==> src/rtl/synth_pkg.sv <==
// synth_pkg: voice allocator FSM and duty encodings plus top-octave period table
package synth_pkg;
  typedef enum logic [1:0] {S_IDLE, S_LOOKUP, S_ALLOC} state_t;
  typedef enum logic [1:0] {DUTY_50, DUTY_25, DUTY_12, DUTY_75} duty_t;
  function automatic logic [12:0] base_period(input logic [3:0] s);
    case (s)
      4'd0:    return 13'd5972;
      4'd1:    return 13'd5637;
      4'd2:    return 13'd5321;
      4'd3:    return 13'd5022;
      4'd4:    return 13'd4740;
      4'd5:    return 13'd4474;
      4'd6:    return 13'd4223;
      4'd7:    return 13'd3986;
      4'd8:    return 13'd3762;
      4'd9:    return 13'd3551;
      4'd10:   return 13'd3352;
      4'd11:   return 13'd3164;
      default: return 13'd0;
    endcase
  endfunction
endpackage

==> src/rtl/voice_allocator_if.sv <==
// voice_allocator_if: note event handshake (ev_*, duty_mode) and per-voice control outputs (voice_*)
interface voice_allocator_if #(parameter int NUM_VOICES = 4, parameter int PW = 32);
  logic ev_valid, ev_ready, ev_on;
  logic [6:0] ev_note;
  logic [1:0] duty_mode;
  logic [NUM_VOICES*PW-1:0] voice_period, voice_duty;
  logic [NUM_VOICES-1:0] voice_restart, voice_active;
  logic [NUM_VOICES*7-1:0] voice_note;
  modport master (output ev_valid, ev_on, ev_note, duty_mode,
                  input ev_ready, voice_period, voice_duty, voice_restart, voice_active, voice_note);
  modport slave (input ev_valid, ev_on, ev_note, duty_mode,
                 output ev_ready, voice_period, voice_duty, voice_restart, voice_active, voice_note);
endinterface

==> src/rtl/note_period_rom.sv <==
// note_period_rom: note_i (MIDI 0..127) -> period_o in clk cycles, registered, 1-cycle latency
module note_period_rom import synth_pkg::*; #(parameter int PW = 32) (
  input  logic          clk,
  input  logic          reset,
  input  logic [6:0]    note_i,
  output logic [PW-1:0] period_o
);
  logic [3:0] oct, semi;
  logic [PW-1:0] period_q;
  assign oct = 4'(note_i / 7'd12);
  assign semi = 4'(note_i % 7'd12);
  assign period_o = period_q;
  always_ff @(posedge clk or posedge reset)
    if (reset) period_q <= '0;
    else period_q <= PW'(base_period(semi)) << (4'd10 - oct);
endmodule

==> src/rtl/voice_allocator.sv <==
// voice_allocator: assigns note events from bus (slave) to NUM_VOICES square voices, stealing the oldest; clk, async reset
module voice_allocator import synth_pkg::*; #(parameter int NUM_VOICES = 4, parameter int PW = 32) (
  input logic clk,
  input logic reset,
  voice_allocator_if.slave bus
);
  localparam int AW = NUM_VOICES > 1 ? $clog2(NUM_VOICES) : 1;
  localparam logic [2:0] AGE_MAX = 3'(NUM_VOICES - 1);
  state_t state_q;
  logic on_q;
  logic [6:0] ev_note_q;
  logic [PW-1:0] period, duty_on;
  logic [NUM_VOICES-1:0][PW-1:0] period_q, duty_q;
  logic [NUM_VOICES-1:0][6:0] note_q;
  logic [NUM_VOICES-1:0][2:0] age_q;
  logic [NUM_VOICES-1:0] active_q, restart_q;
  logic hit, free;
  logic [AW-1:0] hit_idx, free_idx, old_idx, sel;
  note_period_rom #(.PW(PW)) u_rom (.clk(clk), .reset(reset), .note_i(ev_note_q), .period_o(period));
  assign bus.ev_ready = (state_q == S_IDLE) && !reset;
  assign bus.voice_period = period_q;
  assign bus.voice_duty = duty_q;
  assign bus.voice_note = note_q;
  assign bus.voice_active = active_q;
  assign bus.voice_restart = restart_q;
  // descending scans leave the lowest matching index; ages compare strictly so ties keep the lower index
  always_comb begin
    hit = 1'b0;
    hit_idx = '0;
    free = 1'b0;
    free_idx = '0;
    old_idx = '0;
    for (int i = NUM_VOICES - 1; i >= 0; i--) begin
      if (active_q[i] && note_q[i] == ev_note_q) begin
        hit = 1'b1;
        hit_idx = AW'(i);
      end
      if (!active_q[i]) begin
        free = 1'b1;
        free_idx = AW'(i);
      end
    end
    for (int i = 1; i < NUM_VOICES; i++)
      if (age_q[i] > age_q[old_idx]) old_idx = AW'(i);
    sel = hit ? hit_idx : free ? free_idx : old_idx;
    duty_on = duty_t'(bus.duty_mode) == DUTY_25 ? period >> 2 :
              duty_t'(bus.duty_mode) == DUTY_12 ? period >> 3 :
              duty_t'(bus.duty_mode) == DUTY_75 ? period - (period >> 2) : period >> 1;
  end
  always_ff @(posedge clk or posedge reset)
    if (reset) begin
      state_q <= S_IDLE;
      on_q <= 1'b0;
      ev_note_q <= '0;
      period_q <= '0;
      duty_q <= '0;
      note_q <= '0;
      age_q <= '0;
      active_q <= '0;
      restart_q <= '0;
    end else begin
      restart_q <= '0;
      if (state_q == S_IDLE && bus.ev_valid && bus.ev_ready) begin
        on_q <= bus.ev_on;
        ev_note_q <= bus.ev_note;
        state_q <= S_LOOKUP;
      end else if (state_q == S_LOOKUP) state_q <= S_ALLOC;
      else if (state_q == S_ALLOC) begin
        state_q <= S_IDLE;
        if (on_q) begin
          period_q[sel] <= period;
          duty_q[sel] <= duty_on;
          note_q[sel] <= ev_note_q;
          active_q[sel] <= 1'b1;
          restart_q[sel] <= 1'b1;
          for (int i = 0; i < NUM_VOICES; i++)
            age_q[i] <= AW'(i) == sel ? 3'd0 :
                        (active_q[i] && age_q[i] != AGE_MAX) ? age_q[i] + 3'd1 : age_q[i];
        end else if (hit) begin
          duty_q[hit_idx] <= '0;
          active_q[hit_idx] <= 1'b0;
          age_q[hit_idx] <= '0;
        end
      end
    end
endmodule

==> src/flat_wrapper.sv <==
// flat-port wrapper written by rule: the top's interface ports become plain ports
module voice_allocator_flat import synth_pkg::*;
#(parameter int NUM_VOICES = 4, parameter int PW = 32)
  (clk, reset, bus_ev_valid, bus_ev_on, bus_ev_note, bus_duty_mode, bus_ev_ready, bus_voice_period, bus_voice_duty, bus_voice_restart, bus_voice_active, bus_voice_note);
  voice_allocator_if #(.NUM_VOICES(NUM_VOICES), .PW(PW)) bus_i ();
  input logic clk;
  input logic reset;
  input wire logic [$bits(bus_i.ev_valid)-1:0] bus_ev_valid;
  input wire logic [$bits(bus_i.ev_on)-1:0] bus_ev_on;
  input wire logic [$bits(bus_i.ev_note)-1:0] bus_ev_note;
  input wire logic [$bits(bus_i.duty_mode)-1:0] bus_duty_mode;
  output wire logic [$bits(bus_i.ev_ready)-1:0] bus_ev_ready;
  output wire logic [$bits(bus_i.voice_period)-1:0] bus_voice_period;
  output wire logic [$bits(bus_i.voice_duty)-1:0] bus_voice_duty;
  output wire logic [$bits(bus_i.voice_restart)-1:0] bus_voice_restart;
  output wire logic [$bits(bus_i.voice_active)-1:0] bus_voice_active;
  output wire logic [$bits(bus_i.voice_note)-1:0] bus_voice_note;
  assign bus_i.ev_valid = bus_ev_valid;
  assign bus_i.ev_on = bus_ev_on;
  assign bus_i.ev_note = bus_ev_note;
  assign bus_i.duty_mode = bus_duty_mode;
  assign bus_ev_ready = bus_i.ev_ready;
  assign bus_voice_period = bus_i.voice_period;
  assign bus_voice_duty = bus_i.voice_duty;
  assign bus_voice_restart = bus_i.voice_restart;
  assign bus_voice_active = bus_i.voice_active;
  assign bus_voice_note = bus_i.voice_note;
  voice_allocator #(.NUM_VOICES(NUM_VOICES), .PW(PW)) u_core (.clk(clk), .reset(reset), .bus(bus_i));
endmodule
==> config.mk <==
export PLATFORM = sky130hd
export DESIGN_NAME = voice_allocator_flat
export DESIGN_NICKNAME = d
export VERILOG_FILES = /design/src/rtl/synth_pkg.sv /design/src/rtl/voice_allocator_if.sv /design/src/rtl/note_period_rom.sv /design/src/rtl/voice_allocator.sv /design/src/flat_wrapper.sv
export SDC_FILE = /design/constraint.sdc
export NUM_CORES = 1
export LEC_CHECK = 0
export ABC_CLOCK_PERIOD_IN_PS = 9900
export CAP_MARGIN = 5
export CORE_ASPECT_RATIO = 0.6
export CORE_MARGIN = 1
export CORE_UTILIZATION = 35
export CTS_CLUSTER_DIAMETER = 30
export DETAILED_ROUTE_END_ITERATION = 12
export PLACE_DENSITY_LB_ADDON = 0.25
export SLEW_MARGIN = 0
export SYNTH_ARGS = -nofsm -noshare
export SYNTH_HDL_FRONTEND = slang
export SYNTH_SLANG_ARGS = --single-unit
==> constraint.sdc <==
create_clock -name clk -period 9.9 [get_ports clk]
set_clock_uncertainty 0.2 [all_clocks]
set_input_delay 0.99 -clock clk [delete_from_list [all_inputs] [get_ports clk]]
set_output_delay 0.99 -clock clk [all_outputs]
set_load 0.03 [all_outputs]
==> results of run 1 <==
worst reg2reg max path, delay by kind of cell (launching register included):
family | cells | cell delay [ns]
adder cells (fa/ha/maj) | 3 | 0.88
flip-flops | 1 | 0.42
AO/OA/AOI/OAI | 10 | 1.82
buffers and inverters | 2 | 1.31
AND/OR/NAND/NOR | 8 | 1.44
cell usage in the layout, fill, tap and decap left out, types with 10 or more instances in the layout:
cell	netlist	final
clkdlybuf4s50_1	0	288
xor2_1	31	31
clkbuf_16	0	55
nand3_1	33	31
nor2b_1	23	23
nor3_1	22	22
o21ai_0	157	157
a31oi_1	15	15
o2bb2ai_1	19	19
a21o_1	23	23
mux2_2	12	12
dfrtp_1	326	326
buf_4	20	18
a211oi_1	13	13
o211ai_1	18	18
xnor2_1	24	24
mux2i_1	11	11
inv_1	70	69
nand2_1	256	256
nor2_1	59	59
and3_1	17	17
a22o_1	67	67
inv_6	0	14
conb_1	1	16
o21a_1	10	10
o21ai_1	50	50
a21oi_1	67	66
nand2b_1	17	17
o22ai_1	22	22
mux4_2	20	20
ha_1	52	52
kinds of logic after synthesis:
kind of cell	Yosys count
other	1
DFF	326
xor gates and xnor gates	56
AOI/OAI and AO/OA	551
buffers and inverters	197
and+or+nand+nor	493
adders and majority gates	53
muxes	44
through the flow:
stage	instance area, um2	hold WS, ns	utilization (%)	setup WS (ns)	std cells
after CTS	22300	0.277	46.5	3.73	2666
after floorplan	17000	0.303	-	4.36	1736
final	22300	0.277	46.5	3.72	2666
after detailed placement	20300	0.264	42.3	3.76	2562
after global placement	20300	0.262	42.3	3.90	2562
after global routing	22300	0.310	46.5	3.20	2666
routing by layer:
| metal | wire length (um) | global-route usage (%) |
|---|---|---|
| met5 | 0 | 0 |
| met4 | 803 | 4.30 |
| met3 | 5500 | 6.89 |
| met2 | 23700 | 32.4 |
| met1 | 27600 | 34.8 |
path summary, 6_finish.rpt:
check                                              endpoint  slack [ns]  depth (start not counted)
worst min-delay path            u_core.bus.voice_period[18]        0.28                          2
max in group asynchronous       u_core.bus.voice_period[18]        6.55                          4
min in group asynchronous                 u_core.state_q[0]        0.81                          2
worst max register to register    u_core.bus.voice_duty[63]        3.72                         23
worst min register to register  u_core.bus.voice_period[18]        0.28                          2
worst max-delay path              u_core.bus.voice_duty[63]        3.72                         23
flip-flops by register name, indices dropped and copies added (netlist names):
name                      flops
u_core.ev_note_q              7
u_core.bus.voice_note        28
u_core.bus.voice_active       4
u_core.bus.voice_period     112
u_core.state_q                2
u_core.bus.voice_duty       128
u_core.age_q                 12
u_core.bus.voice_restart      4
u_core.u_rom.period_o        28
u_core.on_q                   1
area by class of cell:
class                           count  area, um2
Fill cell                        4370      25600
Sequential cell                   326       8160
Multi-Input combinational cell   1213       7990
Timing Repair Buffer              307       3020
Clock buffer                       60       1440
Tap cell                          640        801
Clock inverter                     44        556
Inverter                           76        289
==> qor.txt, run 1 <==
Total congestion overflow = 0
Cell family with most CP delay = compound AO/OA/AOI/OAI gates
CP max FO = 85
Arrival @ worst endpoint = 6.46 ns
IO Pins = 306
Vias in the first global route = 14000
Complex-gate fraction of the synthesized area = 21.8%
Via density = 5.50
Critical path origin = u_core.age_q[4]
Endpoints failing hold = 0
Syn Inst Count = 1721
Final Setup Violations = 0
Final Cycle Share = 62.4%
Crit-path cells = ha_1 -> nor2b_1 -> o21ai_1 -> a32oi_1 -> nor2_1 -> a21oi_1 -> ha_1 -> nor2b_1 -> o21ai_1 -> a32o_1 -> nand2_1 -> o21ai_0 -> ha_1 -> nor2b_1 -> nor4b_1 -> a21o_1 -> o21ai_1 -> a211oi_2 -> or4_4 -> buf_4 -> inv_2 -> and2_1 -> a21o_1
Initial Utilization = 35.5%
GRT Util Overall = 23.0%
Via Count = 14700
HPWL after DPL = 42000 um
Max incr delay on CP = 0.76 ns
Crit Path Category = register to register
Pre-antenna DRT Iters = 5
Max_cap viols = 0
Synth Flop Type = dfrtp_1
Die span in y = 173 um
Simple-gate share of the synthesized area = 13.6%
Post-synth EDFFs = 0
Min-delay src = u_core.bus.voice_period[18]
Reg2reg start = u_core.age_q[4]
Port Buffers = 289
Syn-to-layout area delta = 31.1%
Clk slew on worst S/H paths = 0.06 ns
Critical Path RT = 10.18 ns
Ys Warns = 0
Worst hold path type = register to register
Final net count = 2045
Register area share after synthesis = 48.1%
Per-cell routed wire length = 21.6 um
Setup bufs post-CTS = 0
# diodes = 0
Ratio of cells with drive above 1 in the final layout = 9.38%
Slew Viols, Final = 0
Core Footprint = 47900 um2
CTS tree = yes
Final setup TNS = 0 ns
Initial antenna violation count = 0
First-pass GRT wire length = 88100 um
Clk_lat worst skew = 0.59 ns
Peak Freq = 162 MHz
# DRC = 0
Antenna-violating nets left = 0
Top-count cell post-synth = dfrtp_1
Top post-synthesis cells by count = 326 x dfrtp_1, 256 x nand2_1, 157 x o21ai_0
Die X = 286 um
Syn Area/Cell = 9.86 um2
CP endpoint kind = register
Die area = 49400 um2
Htree depth = 2
Bufs on Longest Clock Path = 3
Hold-fix buffers, CTS = 0
Crit-path slowest cell = buf_4
Post-Syn Area = 17000 um2
Total wire length = 57600 um
Post-cts repair resize count = 0
WP buf/inv = 2
GP Congestion = 0.953
Area share of the largest cell type after synthesis = 48.1%
Synth unique cells = 96
Worst Setup Start Kind = register
Initial drt markers = 1384
Synth Area in Adders = 3.95%
Top cells by area, synth = dfrtp_1 48%, nand2_1 5.7%, o21ai_0 4.6%
Synth Area in XOR/XNOR = 2.93%
Main combinational cell family by area after synthesis = compound AO/OA/AOI/OAI gates
Inserted Clock Buffers = 55
Pin count of the biggest net entering global routing = 86
# rows = 62
Worst-Margin Slew = 1.20 ns
RSZ-0062 raised after global routing = no
Post-synthesis mux area share = 4.16%
Clock sinks = 326
Root Buffer = clkbuf_16
Largest area contributor in the netlist = dfrtp_1
Outcome = completed
Register bit count reported by yosys = 326
Min Tclk post-route = 6.18 ns
Async set-reset flop share out of synthesis = 100%
Relative slew slack = 19.8%
Power of run 1 is left out: the tool's default activity adds up to more than one toggle a clock period on the data nets, which glitch-free logic cannot reach.
==> inputs of run 2 (changes only) <==
ABC_CLOCK_PERIOD_IN_PS = 5100   (was 9900)
clock period = 5.1 ns   (was 9.9 ns; I/O delays follow)
==> qor.txt, run 2 (same netlist as run 1, synthesis figures left out) <==
Final net count = 2104
Clk slew on worst S/H paths = 0.05 ns
Arrival @ worst endpoint = 5.34 ns
Initial drt markers = 1809
Initial antenna violation count = 2
Max reg flops = 128
GP Congestion = 0.958
Per-cell routed wire length = 22.8 um
Clk_lat worst skew = 0.58 ns
Total wire length = 62000 um
CP max FO = 23
CP endpoint kind = register
Max_cap viols = 0
Via Count = 15300
First-pass GRT wire length = 91200 um
Most frequent cells in the layout = 326 x dfrtp_1, 288 x clkdlybuf4s50_1, 256 x nand2_1, 155 x o21ai_0, 68 x inv_1
Core Footprint = 47900 um2
Min Tclk post-route = 5.05 ns
Worst hold path type = register to register
Global-route met2 utilization = 33.2%
Endpoints failing hold = 0
CTS tree = yes
Critical Path RT = 5.39 ns
Peak Freq = 198 MHz
GRT Util Overall = 23.8%
Crit Path Category = register to register
Slew Viols, Final = 0
Total congestion overflow = 0
Met1 usage = 36.8%
Clock sinks = 326
Most common cell after layout, fill and taps aside = dfrtp_1
Inserted Clock Buffers = 55
# DRC = 0
Top Usage Layer GRT = met1
Die area = 49400 um2
IO Pins = 306
Ratio of cells with drive above 1 in the final layout = 12.5%
Root Buffer = clkbuf_16
Final Setup Violations = 0
Vias in the first global route = 14200
Die X = 286 um
Bufs on Longest Clock Path = 3
Htree depth = 2
Fillers = 4395
Relative slew slack = 22.5%
Die span in y = 173 um
Met3 usage = 5.94%
Pre-antenna DRT Iters = 5
Antenna-violating nets left = 0
HPWL after DPL = 42400 um
# rows = 62
Worst Setup Start Kind = register
Port Buffers = 289
Initial Utilization = 35.5%
Outcome = completed
Syn-to-layout area delta = 36.1%
Pin count of the biggest net entering global routing = 171
Final setup TNS = 0 ns
Worst-Margin Slew = 1.16 ns
Via density = 5.61
Final Cycle Share = 99.0%
==> run 2: cell types whose count changed in the layout (fill, tap and decap cells not counted), moves of 3 or more <==
cell and delta:
buf_12 +9, clkbuf_1 +5, inv_6 -10, buf_4 +29, a21oi_1 -4, clkbuf_16 +5, buf_6 +9, or4_4 +3
a21oi_2 +4
==> run 2: final cells by class <==
cell class | instances | area (um2) | area share, %
Antenna cell | 1 | 2.50 | 0.0108
Inverter | 76 | 292 | 1.26
Clock inverter | 36 | 499 | 2.16
Multi-Input combinational cell | 1217 | 8180 | 35.4
Tap cell | 640 | 801 | 3.47
Timing Repair Buffer | 362 | 3710 | 16.1
Sequential cell | 326 | 8160 | 35.3
Clock buffer | 65 | 1450 | 6.29
==> run 2: layer usage <==
metal	wire length, um	vias to the layer above
li1	-	6855
met2	25500	722
met5	0	-
met4	1080	0
met1	29400	7610
met3	6040	80
==> run 2: path summary, 6_finish.rpt <==
path	start	to	slack [ns]	cells after the start
max	u_core.age_q[4]	u_core.bus.voice_duty[6]	0.05	23
min	u_core.bus.voice_period[11]	u_core.bus.voice_period[11]	0.27	2
max reg2reg	u_core.age_q[4]	u_core.bus.voice_duty[6]	0.05	23
min reg2reg	u_core.bus.voice_period[11]	u_core.bus.voice_period[11]	0.27	2
max in group asynchronous	reset	u_core.bus.voice_duty[8]	2.93	4
min in group asynchronous	reset	u_core.state_q[1]	0.56	3
==> run 2: critical path, cell delays in order, from the launching register on <==
cell and delay [ns]:
dfrtp_1 0.41, ha_4 0.30, nor2b_2 0.16, o21ai_2 0.09
a32oi_2 0.24, nor2_1 0.10, a21oi_2 0.21, ha_4 0.23
nor2b_1 0.12, o21ai_1 0.20, a32o_2 0.18, nand2_1 0.05
o21ai_0 0.10, ha_1 0.28, nor2b_1 0.15, nor4b_2 0.24
a21o_1 0.22, o21ai_4 0.13, a211oi_4 0.35, o211ai_1 0.26
clkbuf_16 0.26, inv_1 0.10, buf_12 0.18, a22o_1 0.16
==> run 2: what timing repair did <==
| item | in CTS | in global routing |
|---|---|---|
| hold buffers | 1 | 0 |
| gates cloned | 3 | 9 |
| gates resized for setup | 12 | 30 |
| setup endpoints to repair | 92 | 271 |
| setup buffers | 1 | 12 |
| pin swaps | 3 | 15 |
| endpoints found under the hold margin | 2 | 0 |
==> run 2: per-stage QoR <==
| stage | cell area, um2 | instances | setup WS (ns) | utilization [%] | hold WS (ns) |
|---|---|---|---|---|---|
| finish | 23100 | 2723 | 0.0494 | 48.3 | 0.271 |
| global route | 23100 | 2722 | -0.168 | 48.3 | 0.302 |
| CTS | 22700 | 2701 | -0.0231 | 47.4 | 0.277 |
| detailed placement | 20600 | 2595 | -0.127 | 43.1 | 0.265 |
| global placement | 20600 | 2595 | 0.0606 | 43.1 | 0.257 |
| floorplan | 17000 | 1736 | 0.0393 | - | 0.303 |
Power of run 2 is left out for the same reason.
==> inputs of run 3 (changes only) <==
CORE_UTILIZATION = 31   (was 35)
==> qor.txt, run 3 (same netlist as run 1, synthesis figures left out) <==
Crit-path cells = ha_4 -> nor2b_4 -> o21ai_4 -> a32oi_4 -> nor2_2 -> a21oi_2 -> ha_4 -> nor2b_4 -> o21ai_2 -> a32o_2 -> nand2_1 -> o21ai_1 -> ha_1 -> nor2b_4 -> nor4b_2 -> a21o_1 -> a31oi_4 -> o21ba_4 -> or4_4 -> clkbuf_16 -> nand3_1 -> nand2_1
Fillers = 5063
WP buf/inv = 1
Clock sinks = 326
Ratio of cells with drive above 1 in the final layout = 13.5%
First-pass GRT wire length = 94400 um
Die X = 304 um
Max incr delay on CP = 0.68 ns
CP max FO = 14
Root Buffer = clkbuf_16
Via Count = 15300
Worst Hold Path EP = u_core.bus.voice_duty[31]
Slew Viols, Final = 0
Total wire length = 64700 um
Initial drt markers = 1582
R2R depth = 22
Initial antenna violation count = 0
Multi-input gate area = 8180 um2
Core Footprint = 54100 um2
Min Tclk post-route = 4.96 ns
Per-cell routed wire length = 23.0 um
Most common cell after layout, fill and taps aside = dfrtp_1
# DRC = 0
Vias in the first global route = 14500
Crit-path slowest cell = or4_4
Die span in y = 183 um
Endpoints failing hold = 0
Cell family with most CP delay = simple AND/OR/NAND/NOR gates
HPWL after DPL = 44200 um
Syn-to-layout area delta = 38.9%
Clk slew on worst S/H paths = 0.05 ns
IO Pins = 306
Reg2reg start = u_core.age_q[4]
Sequential cell area = 8160 um2
Min-delay src = u_core.bus.voice_duty[31]
Initial Utilization = 31.4%
CP endpoint kind = register
Outcome = completed
Final net count = 2114
Antenna-violating nets left = 0
GRT Util Overall = 22.1%
Worst hold path type = register to register
Final Setup Violations = 0
Setup slack, reg-to-reg = 0.14 ns
Hold slack = 0.269 ns
Bufs on Longest Clock Path = 3
Clk_lat worst skew = 0.61 ns
Pre-antenna DRT Iters = 8
Htree depth = 3
Total congestion overflow = 0
Most frequent cells in the layout = 325 x dfrtp_1, 288 x clkdlybuf4s50_1, 256 x nand2_1, 155 x o21ai_0, 71 x clkbuf_16
CP most frequent cell = nor2b_4
Crit Path Category = register to register
Critical Path RT = 5.39 ns
RSZ-0062 raised after global routing = yes
Worst Setup Start Kind = register
CTS tree = yes
Arrival @ worst endpoint = 5.26 ns
Relative slew slack = 27.7%
Inserted Clock Buffers = 68
Port Buffers = 289
Final Cycle Share = 97.4%
Max reg flops = 128
Reg2reg end = u_core.bus.voice_duty[37]
# diodes = 0
GP Congestion = 0.948
Peak Freq = 201 MHz
Max_cap viols = 0
Via density = 5.43
Worst-Margin Slew = 1.08 ns
Worst hold path depth = 2
# rows = 66
Pin count of the biggest net entering global routing = 112
Die area = 55700 um2
==> run 3: layer usage <==
| layer | track usage [%] | vias up | share of wire, % |
|---|---|---|---|
| li1 | - | 6849 | - |
| met1 | 33.3 | 7670 | 48 |
| met2 | 30.6 | 681 | 41 |
| met3 | 6.30 | 85 | 8.8 |
| met4 | 5.58 | 0 | 1.8 |
| met5 | 0 | - | 0 |
==> run 3: worst register-to-register path, cell delays in order (launching register included) <==
cell       delay, ns
dfrtp_2         0.44
ha_4            0.29
nor2b_4         0.16
o21ai_4         0.08
a32oi_4         0.22
nor2_2          0.07
a21oi_2         0.22
ha_4            0.25
nor2b_4         0.12
o21ai_2         0.16
a32o_2          0.17
nand2_1         0.06
o21ai_1         0.09
ha_1            0.27
nor2b_4         0.14
nor4b_2         0.24
a21o_1          0.19
a31oi_4         0.12
o21ba_4         0.26
or4_4           0.68
clkbuf_16       0.26
nand3_1         0.11
nand2_1         0.07
==> run 3: timing repair <==
item	4_1_cts	5_1_grt
gates cloned	2	7
pin swaps	4	12
setup endpoints to repair	114	249
resized for setup	6	40
buffers inserted	4	10
hold buffers	0	0
==> run 3: worst max-delay path by stage <==
| stage | startpoint | cells after the start | end | slack, ns |
|---|---|---|---|---|
| 2_1_floorplan | reset | 1 | u_core.age_q[0] | 0.04 |
| 3_3_place_gp | u_core.age_q[4] | 22 | u_core.bus.voice_duty[27] | 0.17 |
| 3_5_place_dp | u_core.age_q[1] | 23 | u_core.bus.voice_period[54] | -0.15 |
| 4_1_cts | u_core.age_q[4] | 23 | u_core.bus.voice_duty[20] | 0.004 |
| 5_1_grt | u_core.age_q[4] | 21 | u_core.bus.voice_duty[47] | -0.02 |
| 6_report | u_core.age_q[4] | 22 | u_core.bus.voice_duty[37] | 0.14 |
==> run 3: final cells by class <==
cell class	count	area share, %
Tap cell	714	3.79
Clock inverter	41	2.36
Multi-Input combinational cell	1216	34.7
Inverter	76	1.24
Sequential cell	326	34.6
Clock buffer	81	7.72
Timing Repair Buffer	360	15.6
==> run 3: per-stage QoR <==
stage	setup WS [ns]	cell area, um2	instances	util (%)	TNS [ns]
6_report	0.135	23600	2814	43.6	0
5_1_grt	-0.0230	23600	2814	43.6	-0.0970
4_1_cts	0.00406	23200	2797	42.9	0
3_5_place_dp	-0.145	20800	2669	38.4	-10.26
3_3_place_gp	0.167	20800	2669	38.4	0
2_1_floorplan	0.0393	17000	1736	-	0
Power of run 3 is left out for the same reason.
